`config.mk`:
```
export PLATFORM = sky130hd
export DESIGN_NAME = axi4lite_reg_slave
export DESIGN_NICKNAME = d
export VERILOG_FILES = /design/src/rtl/axi4lite_pkg.sv /design/src/rtl/axi4lite_regfile.sv /design/src/rtl/axi4lite_reg_slave.sv
export SDC_FILE = /design/constraint.sdc
export NUM_CORES = 1
export LEC_CHECK = 0
export CAP_MARGIN = 20
export CORE_MARGIN = 1.5
export CORE_UTILIZATION = 54
export DETAILED_ROUTE_END_ITERATION = 10
export PLACE_DENSITY = 0.76
export SETUP_SLACK_MARGIN = 0.02
export SYNTH_ARGS = -nofsm -noshare
export SYNTH_HDL_FRONTEND = slang
export SYNTH_SLANG_ARGS = --single-unit
```
`constraint.sdc`:
```
create_clock -name Clk -period 2.6 [get_ports Clk]
set_clock_uncertainty 0.2 [all_clocks]
set_input_delay 0.65 -clock Clk [delete_from_list [all_inputs] [get_ports Clk]]
set_output_delay 0.65 -clock Clk [all_outputs]
set_load 0.01 [all_outputs]
```
`src/rtl/axi4lite_pkg.sv`:
```
// Shared AXI4-Lite response codes, channel FSM states and the register data width.
// Also holds the address-window decode helper used by both read and write paths.
package axi4lite_pkg;

   localparam int DATA_W = 32;
   localparam int STRB_W = DATA_W / 8;

   typedef enum logic [1:0] {
      OKAY   = 2'b00,
      EXOKAY = 2'b01,
      SLVERR = 2'b10,
      DECERR = 2'b11
   } resp_t;

   typedef enum logic {
      W_IDLE = 1'b0,
      W_RESP = 1'b1
   } wstate_t;

   typedef enum logic {
      R_IDLE = 1'b0,
      R_DATA = 1'b1
   } rstate_t;

   // Offset form avoids overflow when base + span wraps past 2^32.
   function automatic logic addr_hit(input logic [31:0] addr,
                                     input logic [31:0] base,
                                     input logic [31:0] span);
      return (addr >= base) && ((addr - base) < span);
   endfunction

endpackage

```
`src/rtl/axi4lite_regfile.sv`:
```
// NREGS x 32 register storage: one byte-strobed write port, one asynchronous read port.
// Write takes effect on the edge where we=1; reads see the pre-write value during that cycle.
module axi4lite_regfile
   import axi4lite_pkg::*;
#(
   parameter int NREGS = 16,
   parameter int IW    = 4
)(
   input  logic              Clk,
   input  logic              Rst,
   input  logic              we,
   input  logic [IW-1:0]     widx,
   input  logic [DATA_W-1:0] wdata,
   input  logic [STRB_W-1:0] wstrb,
   input  logic [IW-1:0]     ridx,
   output logic [DATA_W-1:0] rdata
);

   logic [DATA_W-1:0] mem [NREGS];

   always_ff @(posedge Clk or negedge Rst) begin
      if (!Rst) begin
         for (int i = 0; i < NREGS; i++) mem[i] <= '0;
      end else if (we) begin
         for (int b = 0; b < STRB_W; b++) begin
            if (wstrb[b]) mem[widx][8*b +: 8] <= wdata[8*b +: 8];
         end
      end
   end

   assign rdata = (int'(ridx) < NREGS) ? mem[ridx] : '0;

endmodule

```
`src/rtl/axi4lite_reg_slave.sv`:
```
// AXI4-Lite slave over a bank of NREGS 32-bit registers; B and R arrive 1 cycle after capture.
// All READYs are registered; B/R outputs hold until BREADY/RREADY, blocking new requests meanwhile.
module axi4lite_reg_slave
   import axi4lite_pkg::*;
#(
   parameter int          N     = 4,
   parameter int          NREGS = 16,
   parameter logic [31:0] BASE  = 32'h100
)(
   input  logic           Clk,
   input  logic           Rst,
   input  logic [31:0]    AWADDR,
   input  logic [2:0]     AWPROT,
   input  logic           AWVALID,
   output logic           AWREADY,
   input  logic [8*N-1:0] WDATA,
   input  logic [N-1:0]   WSTRB,
   input  logic           WVALID,
   output logic           WREADY,
   output logic [1:0]     BRESP,
   output logic           BVALID,
   input  logic           BREADY,
   input  logic [31:0]    ARADDR,
   input  logic [2:0]     ARPROT,
   input  logic           ARVALID,
   output logic           ARREADY,
   output logic [8*N-1:0] RDATA,
   output logic [1:0]     RRESP,
   output logic           RVALID,
   input  logic           RREADY
);

   localparam int          IW   = (NREGS > 1) ? $clog2(NREGS) : 1;
   localparam logic [31:0] SPAN = 32'(4 * NREGS);

   wstate_t        wstate;
   rstate_t        rstate;
   logic           aw_got, w_got;
   logic [31:0]    awaddr_q;
   logic [8*N-1:0] wdata_q;
   logic [N-1:0]   wstrb_q;

   logic           aw_hs, w_hs, ar_hs, commit, whit, rhit;
   logic [IW-1:0]  widx, ridx;
   logic [31:0]    rd_word;
   logic           unused_prot;

   assign unused_prot = ^{AWPROT, ARPROT};

   assign aw_hs  = AWVALID & AWREADY;
   assign w_hs   = WVALID & WREADY;
   assign ar_hs  = ARVALID & ARREADY;
   assign commit = (wstate == W_IDLE) & aw_got & w_got;

   assign whit = addr_hit(awaddr_q, BASE, SPAN);
   assign rhit = addr_hit(ARADDR, BASE, SPAN);
   assign widx = IW'((awaddr_q - BASE) >> 2);
   assign ridx = IW'((ARADDR - BASE) >> 2);

   axi4lite_regfile #(
      .NREGS (NREGS),
      .IW    (IW)
   ) u_regfile (
      .Clk   (Clk),
      .Rst   (Rst),
      .we    (commit & whit),
      .widx  (widx),
      .wdata (wdata_q),
      .wstrb (wstrb_q),
      .ridx  (ridx),
      .rdata (rd_word)
   );

   // AW and W are captured independently; the commit happens on the edge after both are held.
   always_ff @(posedge Clk or negedge Rst) begin
      if (!Rst) begin
         wstate   <= W_IDLE;
         aw_got   <= 1'b0;
         w_got    <= 1'b0;
         awaddr_q <= '0;
         wdata_q  <= '0;
         wstrb_q  <= '0;
         AWREADY  <= 1'b0;
         WREADY   <= 1'b0;
         BVALID   <= 1'b0;
         BRESP    <= OKAY;
      end else begin
         case (wstate)
            W_IDLE: begin
               if (commit) begin
                  wstate <= W_RESP;
                  aw_got <= 1'b0;
                  w_got  <= 1'b0;
                  BVALID <= 1'b1;
                  BRESP  <= whit ? OKAY : SLVERR;
               end else begin
                  if (aw_hs) begin
                     aw_got   <= 1'b1;
                     awaddr_q <= AWADDR;
                     AWREADY  <= 1'b0;
                  end else if (!aw_got) begin
                     AWREADY  <= 1'b1;
                  end
                  if (w_hs) begin
                     w_got   <= 1'b1;
                     wdata_q <= WDATA;
                     wstrb_q <= WSTRB;
                     WREADY  <= 1'b0;
                  end else if (!w_got) begin
                     WREADY  <= 1'b1;
                  end
               end
            end
            W_RESP: begin
               if (BREADY) begin
                  wstate  <= W_IDLE;
                  BVALID  <= 1'b0;
                  AWREADY <= 1'b1;
                  WREADY  <= 1'b1;
               end
            end
         endcase
      end
   end

   // Read data is sampled from the async port on the AR edge, so a same-edge commit is not seen.
   always_ff @(posedge Clk or negedge Rst) begin
      if (!Rst) begin
         rstate  <= R_IDLE;
         ARREADY <= 1'b0;
         RVALID  <= 1'b0;
         RDATA   <= '0;
         RRESP   <= OKAY;
      end else begin
         case (rstate)
            R_IDLE: begin
               if (ar_hs) begin
                  rstate  <= R_DATA;
                  ARREADY <= 1'b0;
                  RVALID  <= 1'b1;
                  RDATA   <= rhit ? rd_word : '0;
                  RRESP   <= rhit ? OKAY : SLVERR;
               end else begin
                  ARREADY <= 1'b1;
               end
            end
            R_DATA: begin
               if (RREADY) begin
                  rstate  <= R_IDLE;
                  RVALID  <= 1'b0;
                  ARREADY <= 1'b1;
               end
            end
         endcase
      end
   end

endmodule

```
Yosys cells after proc, flatten, opt, wreduce, memory -nomap -nowiden:

Cells that the tools add are included.

* add/sub/neg operators: 2
* reductions and logical operators: 15
* equality and inequality tests: 7
* mux-type cells: 53
* shift-type cells: 0
* bitwise operators: 11
* divide/modulo/power cells: 0
* order comparisons: 7
* $mul: 0

Operators with widths (number)
* 2-to-1 mux 512 bit: 7
* bitwise mux 512 bit: 4
* demux 32 bit (select 4 bit): 4
* binary-select mux 32 bit (select 4 bit): 1
* 2-to-1 mux 32 bit: 4
* >= comparator 32 x 9 -> 1 bit, second input constant: 2
* < comparator 32 x 7 -> 1 bit, second input constant: 2
* subtractor 32 x 9 -> 32 bit, second input constant: 2
* 2-to-1 mux 24 bit: 1
* 2-to-1 mux 1 bit: 21
* 2-to-1 mux 16 bit: 1
* case mux 1 bit (2 select lines): 7
* AND reduction 2 bit: 6
* AND reduction 3 bit: 4
* >= comparator 5 bit, second input constant: 2
* != test 2 bit, second input constant: 5
* inverter 4 -> 5 bit: 2
* 2-to-1 mux 8 bit: 1
* bitwise AND 1 bit: 6
* != test 3 bit, second input constant: 2
* < comparator 5 x 1 -> 1 bit, second input constant: 1
* 2-to-1 mux 2 bit: 2
* nonzero test 2 bit: 2
* logical AND 1 bit: 3
* inverter 1 bit: 3

* memory bits (writable): 0
* ROM bits: 0
* bits in latches: 0
* memories kept: 0
* register bits: 625
* output and inout port bits: 41

Depth between registers and ports, before layout:

Gate-level depths: netlist (run 1).

* word-level depth: 17
* mapped depth: 7
* mapped depth without buffers: 5

By module:

From an unflattened synthesis (run 1), not the netlist that was laid out.

* cell total of the unflattened synthesis: 1805
* area total of the unflattened synthesis: 28041.9 um^2

Modules (own cells, without submodules)
* axi4lite_regfile: area an instance 23560.1 um^2, cells an instance 1435, seq. area each 12812.3 um^2, instances 1
* axi4lite_reg_slave: area an instance 4481.8 um^2, cells an instance 370, seq. area each 2727.6 um^2, instances 1

Worst setup path before layout (run 1):

No wires, ideal clock.

* kind: input-to-reg
* start point: input ARADDR[2]
* end point: register RDATA[22]
* data required time: 2267 ps
* setup time: 133 ps
* slack: -261 ps
* arrival: 2527 ps
* cell stages on the path: 6
* path through: clkbuf_1 -> buf_1 -> mux4_2 -> a22o_1 -> a221oi_1 -> o21ai_0

* cells in the longest elaborated chain, start to end: 6
* elaborated cells on any way between the ends: 9

Ends and longest elaborated chain
* start: declaration: line axi4lite_reg_slave.sv:23 `input logic [31:0] ARADDR,`
* parallel branches: the longest is 5 deep, another holds subtractor 32 x 9 -> 32 bit
* 2-to-1 mux 32 bit (*): line axi4lite_reg_slave.sv:141 `RDATA <= rhit ? rd_word : '0;`
* end signal: assignment: line axi4lite_reg_slave.sv:141
* end: declaration: line axi4lite_reg_slave.sv:27 `output logic [8*N-1:0] RDATA,`

Mark *: on every way between the ends. The select of a mux whose other input is x is not followed.
A chain may end at the register's enable or synchronous reset.

Worst setup path in the final report (run 1):

* start point: register awaddr_q[24]
* end point: register u_regfile.mem[105] (netlist name)

* cells in the longest elaborated chain, start to end: 4
* elaborated cells on any way between the ends: 5

Ends and longest elaborated chain
* start: declaration: line axi4lite_reg_slave.sv:39 `logic [31:0] awaddr_q;`
* start signal: assignment: line axi4lite_reg_slave.sv:80 `awaddr_q <= '0;`
* start signal: assignment: line axi4lite_reg_slave.sv:99 `awaddr_q <= AWADDR;`
* subtractor 32 x 9 -> 32 bit
* < comparator 32 x 7 -> 1 bit: line axi4lite_pkg.sv:29 `return (addr >= base) && ((addr - base) < span);`
* logical AND 1 bit (*): line axi4lite_pkg.sv:29
* bitwise AND 1 bit (*): line axi4lite_reg_slave.sv:66 `.we (commit & whit),`
* end signal: indexed assignment: line axi4lite_regfile.sv:26 `if (wstrb[b]) mem[widx][8*b +: 8] <= wdata[8*b +: 8];`
* end: declaration: line axi4lite_regfile.sv:19 `logic [DATA_W-1:0] mem [NREGS];`

Every way passes the cells marked *; elsewhere a longest branch is shown, timed or not.

==> out/metrics.cfg, run 1 <==
[floorplanning]
pin_count = 154
row_count = 82
core_mm2 = 0.0502
fp.dieH_um = 228
die_w_um = 228
initial_core_util_pct = 54.7
die_area_mm2 = 0.0522

[clocking]
cts_tree = done
clock_latency_ps = 610
cts_buffer_depth = 3
htree_num_levels = 3
cts.sinks = 621
cts_root_buf = clkbuf_16
cts_buffers = 66
path_clk_slew_ps = 60

[worst_setup_path]
rrSetupSlack_ps = -20
crit_type = reg -> reg
rr_startpoint = awaddr_q[24]
cp.buffers_inverters = 2
path_cells = or4_4 > nor3_4 > buf_12 > o2111a_2 > buf_12 > nand2_8 > mux2_4
end_kind = flip-flop
reg2reg_to = u_regfile.mem[105]
worstPathRequired_ps = 2870
critPathLaunchType = flip-flop
worstSetupStartpoint = awaddr_q[24]
cpMostUsedCell = buf_12
max_stage_delay_ps = 540
crit_cells = 7
slowest_stage = or4_4
path_delay_family = simple AND/OR/NAND/NOR gates
reg2reg_depth = 7
critPathArrivalTime_ps = 2880
path_max_fanout = 9
endpoint = u_regfile.mem[105]

[logic_synthesis]
yosys_warnings = 0
synth-seq-area-share_pct = 56.6
ys_ff_latch = 621
synthTopCellsByArea = dfrtp_1 57%, mux2_2 21%, mux4_2 11%, mux2_1 2.3%, clkbuf_1 1.1%
syn_area_mm2 = 0.0274
synth_cell_type_count = 47
yosys.area.top_type = dfrtp_1
syn-instance-count = 1719
yosysTopAreaCellShare_pct = 56.6
synth.avg_cell_area_um2 = 16.0

[sta]
setup_viol = 29
period_share_pct = 101
min_period_ps = 2620
worst_pin_slew_ps = 1160
rsz0062_at_grt = yes
max_freq_mhz = 382
hold_ws_ps = 278
drv_slew = 0
max_slew_margin_pct = 22.6
hold_violations = 0
worst_slack_ps = -17.0

[global_routing]
grt_usage_pct = 26.3
grt_pass1_wl_mm = 106
grt_pass1_vias = 18000
grt_max_degree = 119
antenna_found_initial = 0
overflow = 0

[hold_path]
hold_depth = 2
hold_path_class = reg -> reg

[routing]
drt_iter0_markers = 1125
dr_total_vias = 16400
wl_per_cell_um = 24.7
drc_errors = 0
detail_route.first_pass.iterations = 7
antenna_left = 0
routed_wl_mm = 66.8
routed_via_density = 6.05

[power_and_ir_drop]
p_leak_nw = 16.3
total_power_mw = 24.3
power_density_mw_per_mm2 = 709
peakVddDrop_mv = 0.844

[layout]
seqCellArea_mm2 = 0.0155
multi_input_area_mm2 = 0.0121
final_layout_size_suffix_gt1_share_pct = 50.1
area_delta_synth_final_pct = 25.1
finish.instance_area_mm2 = 0.0343
finalNetCount = 2093
diodes = 0
utilization_pct = 68.4
nFillCells = 3236

[placed_design]
port_buffers = 141
hpwl_mm = 41.3
place_area_mm2 = 0.0310
gp_congestion = 0.816
pre_cts_slack_ps = -540

[run_status]
status = finished with violations
violations = negative setup slack

[flow_run]
drv_cap = 0

## worst min path at each step
| stage | from | endpoint | slack, ps |
|---|---|---|---|
| 4_1_cts | RDATA[26] | RDATA[26] | 290 |
| 3_5_place_dp | RDATA[26] | RDATA[26] | 270 |
| 5_1_grt | RDATA[26] | RDATA[26] | 300 |
| 6_report | RVALID | RVALID | 280 |
| 2_1_floorplan | Rst | ARREADY | 150 |
| 3_3_place_gp | rstate | ARREADY | 260 |
## cell usage after synthesis (all sizes together)
cell type,n
nand2,85
a22o,32
o21a,2
xnor2,1
mux4,128
o211ai,1
nand3b,1
buf,20
or2,4
a221oi,32
nor2,31
a21oi,5
dfrtp,621
nand3,2
o2111a,4
nor4b,1
and4,1
or4,3
and3,4
o2111ai,5
nor4,11
a21o,1
a311oi,1
nand2b,8
nor3,10
nor2b,2
inv,3
mux2,578
nand4,1
a21boi,1
clkbuf,83
o21ai,33
and2,1
o22ai,1
conb,1
mux2i,1
## cells by family (layout without fill, tap and decap cells)
kind of cell | Yosys count | in the layout | synth area share, %
mux | 707 | 707 | 34.3
buf+inv | 106 | 417 | 1.58
xor+xnor | 1 | 1 | 0.0319
simple gates | 165 | 165 | 4.00
other cells | 1 | 2 | 0.0137
flops | 621 | 621 | 56.6
compound gates | 118 | 118 | 3.51
## report_power, final
group / total [mW] / internal [mW] / switching, mW
clock network: 9.76 / 5.91 / 3.85
registers: 11.8 / 10.2 / 1.57
logic: 2.77 / 1.39 / 1.38
total: 24.3 / 17.5 / 6.80
## cell usage in the layout (no fill, tap or decap), drive strengths merged, types with 5 or more instances in the layout
cell type,n
mux4,128
mux2,578
buf,155
clkdlybuf4s50,138
inv,6
nor2,31
nor3,10
o2111ai,5
bufinv,5
a22o,32
clkbuf,101
a21oi,5
clkinv,9
a221oi,32
nand2,85
dfrtp,621
nand2b,8
nor4,11
o21ai,33
## worst reg2reg max path, stage by stage (launching register included)
cell and delay (ps):
dfrtp_1 380, or4_4 540, nor3_4 210, buf_12 170, o2111a_2 320, buf_12 210
nand2_8 130, mux2_4 330
## flip-flops by register name, summed over array words and instances (netlist names), 4 cells and up
register and count:
u_regfile.mem 512, RDATA 32, wdata_q 32, awaddr_q 30
wstrb_q 4
## metrics by stage
stage | setup TNS, ps | instances
3_5_place_dp | -29170 | 2551
3_3_place_gp | -18980 | 2551
2_1_floorplan | -1640 | 1720
6_report | -219 | 2703
4_1_cts | -3410 | 2701
5_1_grt | -8360 | 2703
## layout make-up
type                    instances  share of cell area, %
repair buffers                295                   10.2
clock inverters                19                  0.711
flip-flops and latches        621                   45.3
inverters                       3                 0.0328
clock buffers                 100                   5.92
multi-input cells             993                   35.4
well taps                     672                   2.45
## timing repair
| action | CTS | global route |
|---|---|---|
| endpoints found under the setup margin | 361 | 505 |
| hold buffers | 1 | 0 |
| pin swaps | 27 | 7 |
| gates cloned | 1 | 0 |
| hold endpoints to repair | 27 | 0 |
| buffers inserted | 29 | 4 |
| gates resized for setup | 57 | 59 |
## layer usage
metal / GRT usage [%] / routed length [um]
met5: 0 / 0
met4: 8.75 / 1680
met3: 5.26 / 3710
met2: 43.2 / 33200
met1: 35.4 / 28200
Power figures use the tool's default switching activity.
==> inputs of run 2 (changes only) <==
Settings changed: CORE_ASPECT_RATIO set to 1.75, SLEW_MARGIN set to 20.
==> run 2 against run 1 <==
The flow still finishes with violations (negative setup slack); sequential share of layout area grew 0.17 points; setup slack got worse by 51 ps; sequential power about the same; non-clock buffer count rose by 8; hold slack got worse by 8.9 ps; combinational power increased by 4%; cell count is 0.78% lower; utilization is 0.46 points lower; final area fell by 0.37%; critical path type unchanged; largest power group unchanged.
==> out/metrics.cfg, run 2 (same netlist as run 1, synthesis figures left out) <==
[clocking]
cts.sinks = 621  ; unchanged
cts_buffers = 54  ; -18%
clock_latency_ps = 590  ; -20 ps
path_clk_slew_ps = 60  ; about the same
htree_num_levels = 2  ; -1
cts_root_buf = clkbuf_16
cts_buffer_depth = 3  ; unchanged
cts_tree = done

[hold_path]
hold_path_class = reg -> reg
min_to = ARREADY
hold_depth = 1  ; -1
hp-start = rstate

[sta]
worst_slack_ps = -67.5  ; -50.5 ps
setup_viol = 208  ; +620%
min_period_ps = 2670  ; +50.5 ps
hold_violations = 0  ; unchanged
drv_slew = 0  ; unchanged
hold_ws_ps = 269  ; -8.85 ps
period_share_pct = 103  ; +1.9 points
max_slew_margin_pct = 46.8  ; +24 points
max_freq_mhz = 375  ; -1.9%
rsz0062_at_grt = yes
worst_pin_slew_ps = 795  ; -363 ps

[global_routing]
grt_max_degree = 85  ; -29%
overflow = 0  ; unchanged
grt_pass1_wl_mm = 103  ; -2.4%
antenna_found_initial = 0  ; unchanged
grt_usage_pct = 25.5  ; -0.84 points
grt_pass1_vias = 18200  ; +0.66%

[placed_design]
port_buffers = 141  ; unchanged
place_area_mm2 = 0.0312  ; +0.59%
gp_congestion = 0.820  ; +0.54%
hpwl_mm = 43.7  ; +5.8%

[flow_run]
drv_cap = 0  ; unchanged

[floorplanning]
die_w_um = 173  ; -24%
fp.dieH_um = 301  ; +32%
row_count = 109  ; +33%
pin_count = 154  ; unchanged
initial_core_util_pct = 54.5  ; -0.17 points
die_area_mm2 = 0.0522  ; +0.10%
core_mm2 = 0.0503  ; +0.31%

[routing]
detail_route.first_pass.iterations = 5  ; -2
antenna_left = 0  ; unchanged
drt_iter0_markers = 908  ; -19%
routed_wl_mm = 64.9  ; -2.8%
dr_total_vias = 16200  ; -0.98%
wl_per_cell_um = 24.2  ; -2.0%
drc_errors = 0  ; unchanged
routed_via_density = 6.04  ; -0.20%

[worst_setup_path]
path_cells = or4_4 > nor3_4 > buf_12 > o2111a_2 > buf_12 > nand2_2 > buf_12 > mux2_2
crit_type = reg -> reg
rr_startpoint = awaddr_q[17]
worstPathRequired_ps = 2870  ; about the same
cpMostUsedCell = buf_12
cp.buffers_inverters = 3  ; +1
max_stage_delay_ps = 590  ; +50 ps
critPathArrivalTime_ps = 2940  ; +60 ps
path_delay_family = simple AND/OR/NAND/NOR gates
end_kind = flip-flop
reg2reg_depth = 8  ; +1
rrSetupSlack_ps = -70  ; -50 ps
path_max_fanout = 8  ; -1
slowest_stage = or4_4
reg2reg_to = u_regfile.mem[415]
critPathLaunchType = flip-flop

[layout]
area_delta_synth_final_pct = 24.6
finish.instance_area_mm2 = 0.0342  ; -0.37%
largest_register_ff_count = 512  ; unchanged
final_layout_size_suffix_gt1_share_pct = 50.0  ; -0.12 points
mostFrequentLayoutCells = 621 x dfrtp_1, 375 x mux2_2, 178 x mux2_4
nFillCells = 3219  ; -0.53%
final_common_cell = dfrtp_1
finalNetCount = 2089  ; -0.19%
diodes = 0  ; unchanged
largest_register = u_regfile.mem
reg_top3 = u_regfile.mem: 512 flops, RDATA: 32 flops, wdata_q: 32 flops

[run_status]
status = finished with violations
violations = negative setup slack

[power_and_ir_drop]
peakVddDrop_mv = 0.686  ; -19%
p_leak_nw = 15.9  ; -2.5%
power_density_mw_per_mm2 = 663  ; -6.4%

## run 2: changes by cell type in the layout (fill, tap and decap cells not counted), moves of 8 or more
cell,before,now
mux2_2,437,375
buf_4,77,86
mux2_1,37,25
nand2_4,17,7
clkbuf_8,20,11
clkbuf_16,69,58
clkbuf_1,12,20
mux2_4,104,178
nand2_8,15,27
## run 2: cell type report
class,instances,area [um^2],area share (%)
sequential,621,15500,45.4
multi-input combinational,993,12500,36.7
timing repair buffer,303,3540,10.3
clock buffer,87,1640,4.79
tap,666,833,2.44
clock inverter,9,104,0.304
inverter,3,11.3,0.0329
## run 2: worst register-to-register path, stage by stage (launching register included)
cell and delay, ps:
dfrtp_1 380, or4_4 590, nor3_4 230, buf_12 170
o2111a_2 290, buf_12 160, nand2_2 70, buf_12 180
mux2_2 270
## run 2: power by group
part           internal (mW)  switching, mW
Combinational           1.45           1.43
Sequential              10.2           1.58
Clock                   4.50           3.51
## run 2: repair_timing
| action | CTS | global route |
|---|---|---|
| gates cloned | 0 | 1 |
| hold buffers | 1 | 0 |
| pin swaps | 27 | 28 |
| gates resized for setup | 133 | 75 |
| hold endpoints to repair | 29 | 0 |
| endpoints found under the setup margin | 511 | 512 |
| setup buffers | 20 | 8 |
## run 2: worst max path at each step
stage,from,end,depth (start not counted)
after global placement,ARADDR[5],RDATA[2],6
final,awaddr_q[17],u_regfile.mem[415],8
after CTS,awaddr_q[17],u_regfile.mem[448],8
after detailed placement,ARADDR[5],RDATA[17],6
after global routing,awaddr_q[17],u_regfile.mem[123],8
after floorplan,awaddr_q[17],u_regfile.mem[496],6
## run 2: per-layer routing
metal  wire [um]  up-vias  track usage, %
li1            -     6968               -
met1       25600     8711            31.2
met2       34900      377            45.9
met3        2060      136            2.76
met4        2440        0            10.7
met5           0        -               0
## run 2: per-stage QoR
stage	util, %	instances	setup TNS, ps	total power [mW]	worst slack, ps
3_3_place_gp	61.9	2565	-24300	14.4	-281
4_1_cts	67.2	2682	-25300	22.7	-111
3_5_place_dp	61.9	2565	-41600	14.6	-256
6_report	68.0	2682	-6450	22.7	-67.5
2_1_floorplan	-	1720	-1640	13.0	-15.2
5_1_grt	68.0	2682	-26280	23.6	-129
==> inputs of run 3 (changes only) <==
Settings changed: ABC_AREA set to 0, CELL_PAD_IN_SITES_DETAIL_PLACEMENT set to 0, CELL_PAD_IN_SITES_GLOBAL_PLACEMENT set to 1, CORE_UTILIZATION 54 to 46, HOLD_SLACK_MARGIN set to 0.02, PLACE_DENSITY 0.76 to not set, PLACE_DENSITY_LB_ADDON set to 0.1.
==> run 3 against run 2 <==
The flow still finishes with violations (negative setup slack); utilization is 9.9 points lower; count of clock-buffer cells in the layout rose by 1; flip-flop and latch count unchanged; wire length up 8.4%; hold slack gained 3.0 ps; critical endpoint is now u_regfile.mem[297].
==> out/metrics.cfg, run 3 (same netlist as run 1, synthesis figures left out) <==
[power_and_ir_drop]
power.internal_mw = 16.3  ; +1.1%
comb_power_share_pct = 12.4  ; -0.3 points
netSwitchingPower_mw = 6.59  ; +1.2%
total_power_mw = 22.9  ; +1.1%
switching_share_pct = 28.7  ; about the same
peakVddDrop_mv = 0.661  ; -3.6%
p_leak_nw = 16.2  ; +1.8%
power_density_mw_per_mm2 = 669  ; +0.79%
power_frac_clock_pct = 36.3  ; +1.0 points
seq_power_share_pct = 51.3  ; -0.8 points

[global_routing]
grt_pass1_wl_mm = 109  ; +5.1%
grt_usage_pct = 23.5  ; -1.9 points
overflow = 0  ; unchanged
grt_max_degree = 56  ; -34%
antenna_found_initial = 1  ; +1
grt_pass1_vias = 17600  ; -2.8%

[floorplanning]
fp.dieH_um = 326  ; +8.3%
initial_core_util_pct = 46.5  ; -8.1 points
die_w_um = 188  ; +8.2%
core_mm2 = 0.0591  ; +17%
row_count = 118  ; +8.3%
die_area_mm2 = 0.0612  ; +17%
pin_count = 154  ; unchanged

[sta]
hold_violations = 0  ; unchanged
min_period_ps = 2620  ; -52.1 ps
setup_viol = 16  ; -92%
period_share_pct = 101  ; -2.0 points
drv_slew = 0  ; unchanged
max_slew_margin_pct = 22.0  ; -25 points
rsz0062_at_grt = yes
max_freq_mhz = 382  ; +2.0%
worst_slack_ps = -15.4  ; +52.1 ps
worst_pin_slew_ps = 1170  ; +373 ps

[clocking]
htree_num_levels = 2  ; unchanged
cts_tree = done
cts_root_buf = clkbuf_16
cts_buffers = 57  ; +5.6%
clock_latency_ps = 640  ; +50 ps
cts.sinks = 621  ; unchanged
path_clk_slew_ps = 70  ; about the same
cts_buffer_depth = 3  ; unchanged

[placed_design]
placed_cells = 2715  ; +5.8%
pre_cts_slack_ps = -578  ; -322 ps
port_buffers = 141  ; unchanged
gp_congestion = 0.768  ; -6.3%
hpwl_mm = 46.4  ; +6.3%
place_area_mm2 = 0.0319  ; +2.4%

[routing]
detail_route.first_pass.iterations = 4  ; -1
routed_wl_mm = 70.4  ; +8.4%
drt_iter0_markers = 721  ; -21%
antenna_left = 0  ; unchanged
dr_total_vias = 16000  ; -1.2%
routed_via_density = 5.66  ; -6.3%
drc_errors = 0  ; unchanged
wl_per_cell_um = 24.9  ; +2.9%

[worst_setup_path]
rr_startpoint = awaddr_q[20]
reg2reg_depth = 6  ; -2
reg2reg_to = u_regfile.mem[297]
worstPathRequired_ps = 2910  ; +40 ps
path_max_fanout = 8  ; unchanged
critPathLaunchType = flip-flop
crit_type = reg -> reg
critPathArrivalTime_ps = 2930  ; about the same
rrSetupSlack_ps = -20  ; +50 ps
end_kind = flip-flop

[flow_run]
drv_cap = 0  ; unchanged

[hold_path]
min_to = ARREADY
hp-start = rstate
hold_path_class = reg -> reg
hold_depth = 1  ; unchanged

[layout]
utilization_pct = 58.1  ; -9.9 points
largest_register = u_regfile.mem
diodes = 0  ; unchanged
mostFrequentLayoutCells = 621 x dfrtp_1, 467 x mux2_2, 137 x clkdlybuf4s50_1
final_common_cell = dfrtp_1
reg_top3 = u_regfile.mem: 512 flops, RDATA: 32 flops, wdata_q: 32 flops
largest_register_ff_count = 512  ; unchanged
area_delta_synth_final_pct = 25.0
finalNetCount = 2114  ; +1.2%
final_layout_size_suffix_gt1_share_pct = 51.0  ; +1.0 points
finalNonFillerCells = 2826  ; +5.4%
finish.instance_area_mm2 = 0.0343  ; +0.30%

[run_status]
status = finished with violations
violations = negative setup slack

run 3: final cells by class:
class,instances,area (um^2)
fill,4718,24700
sequential,621,15500
multi-input combinational,994,12100
timing repair buffer,324,3860
clock buffer,88,1740
tap,780,976
clock inverter,16,113
inverter,3,11.3
run 3: critical path, cell delays in order, from the launching register on:
cell and delay, ps:
dfrtp_1 370, or4_4 600, o21a_4 270, o2111a_2 350, buf_4 190, nand2_4 150, mux2_2 360
run 3: layer usage:
| layer | share of wire (%) | up-vias | track usage, % | routed length (um) |
|---|---|---|---|---|
| li1 | - | 7026 | - | - |
| met1 | 41 | 8557 | 29.2 | 28500 |
| met2 | 53 | 318 | 42.9 | 37600 |
| met3 | 3.8 | 90 | 3.33 | 2670 |
| met4 | 2.3 | 0 | 6.10 | 1590 |
| met5 | 0 | - | 0 | 0 |
run 3: worst max path at each step:
stage	startpoint	end	slack, ps
final	awaddr_q[20]	u_regfile.mem[297]	-20
after global routing	awaddr_q[20]	u_regfile.mem[508]	-60
after CTS	awaddr_q[20]	u_regfile.mem[105]	-30
after detailed placement	ARADDR[5]	RDATA[19]	-580
after global placement	ARADDR[5]	RDATA[17]	-580
after floorplan	awaddr_q[17]	u_regfile.mem[496]	-20
run 3: power by group through the flow:
stage / combinational, mW / clock (mW) / sequential [mW]
after floorplan: 2.07 / 0 / 10.9
after CTS: 2.88 / 8.56 / 11.7
final: 2.85 / 8.33 / 11.8
after global routing: 3.07 / 8.91 / 11.9
after global placement: 2.72 / 0 / 11.8
after detailed placement: 2.79 / 0 / 11.9
run 3: repair_timing:
action,in CTS,in global routing
endpoints found under the setup margin,505,479
gates resized for setup,32,64
hold buffers,1,0
gates cloned,0,1
endpoints found under the hold margin,18,0
setup buffers,6,5
pin swaps,9,9
run 3: stage by stage:
stage	TNS [ps]	hold WS (ps)
after floorplan	-1640	154
after global placement	-34920	256
after detailed placement	-44830	264
after CTS	-890	266
after global routing	-9480	299
final	-76.5	272
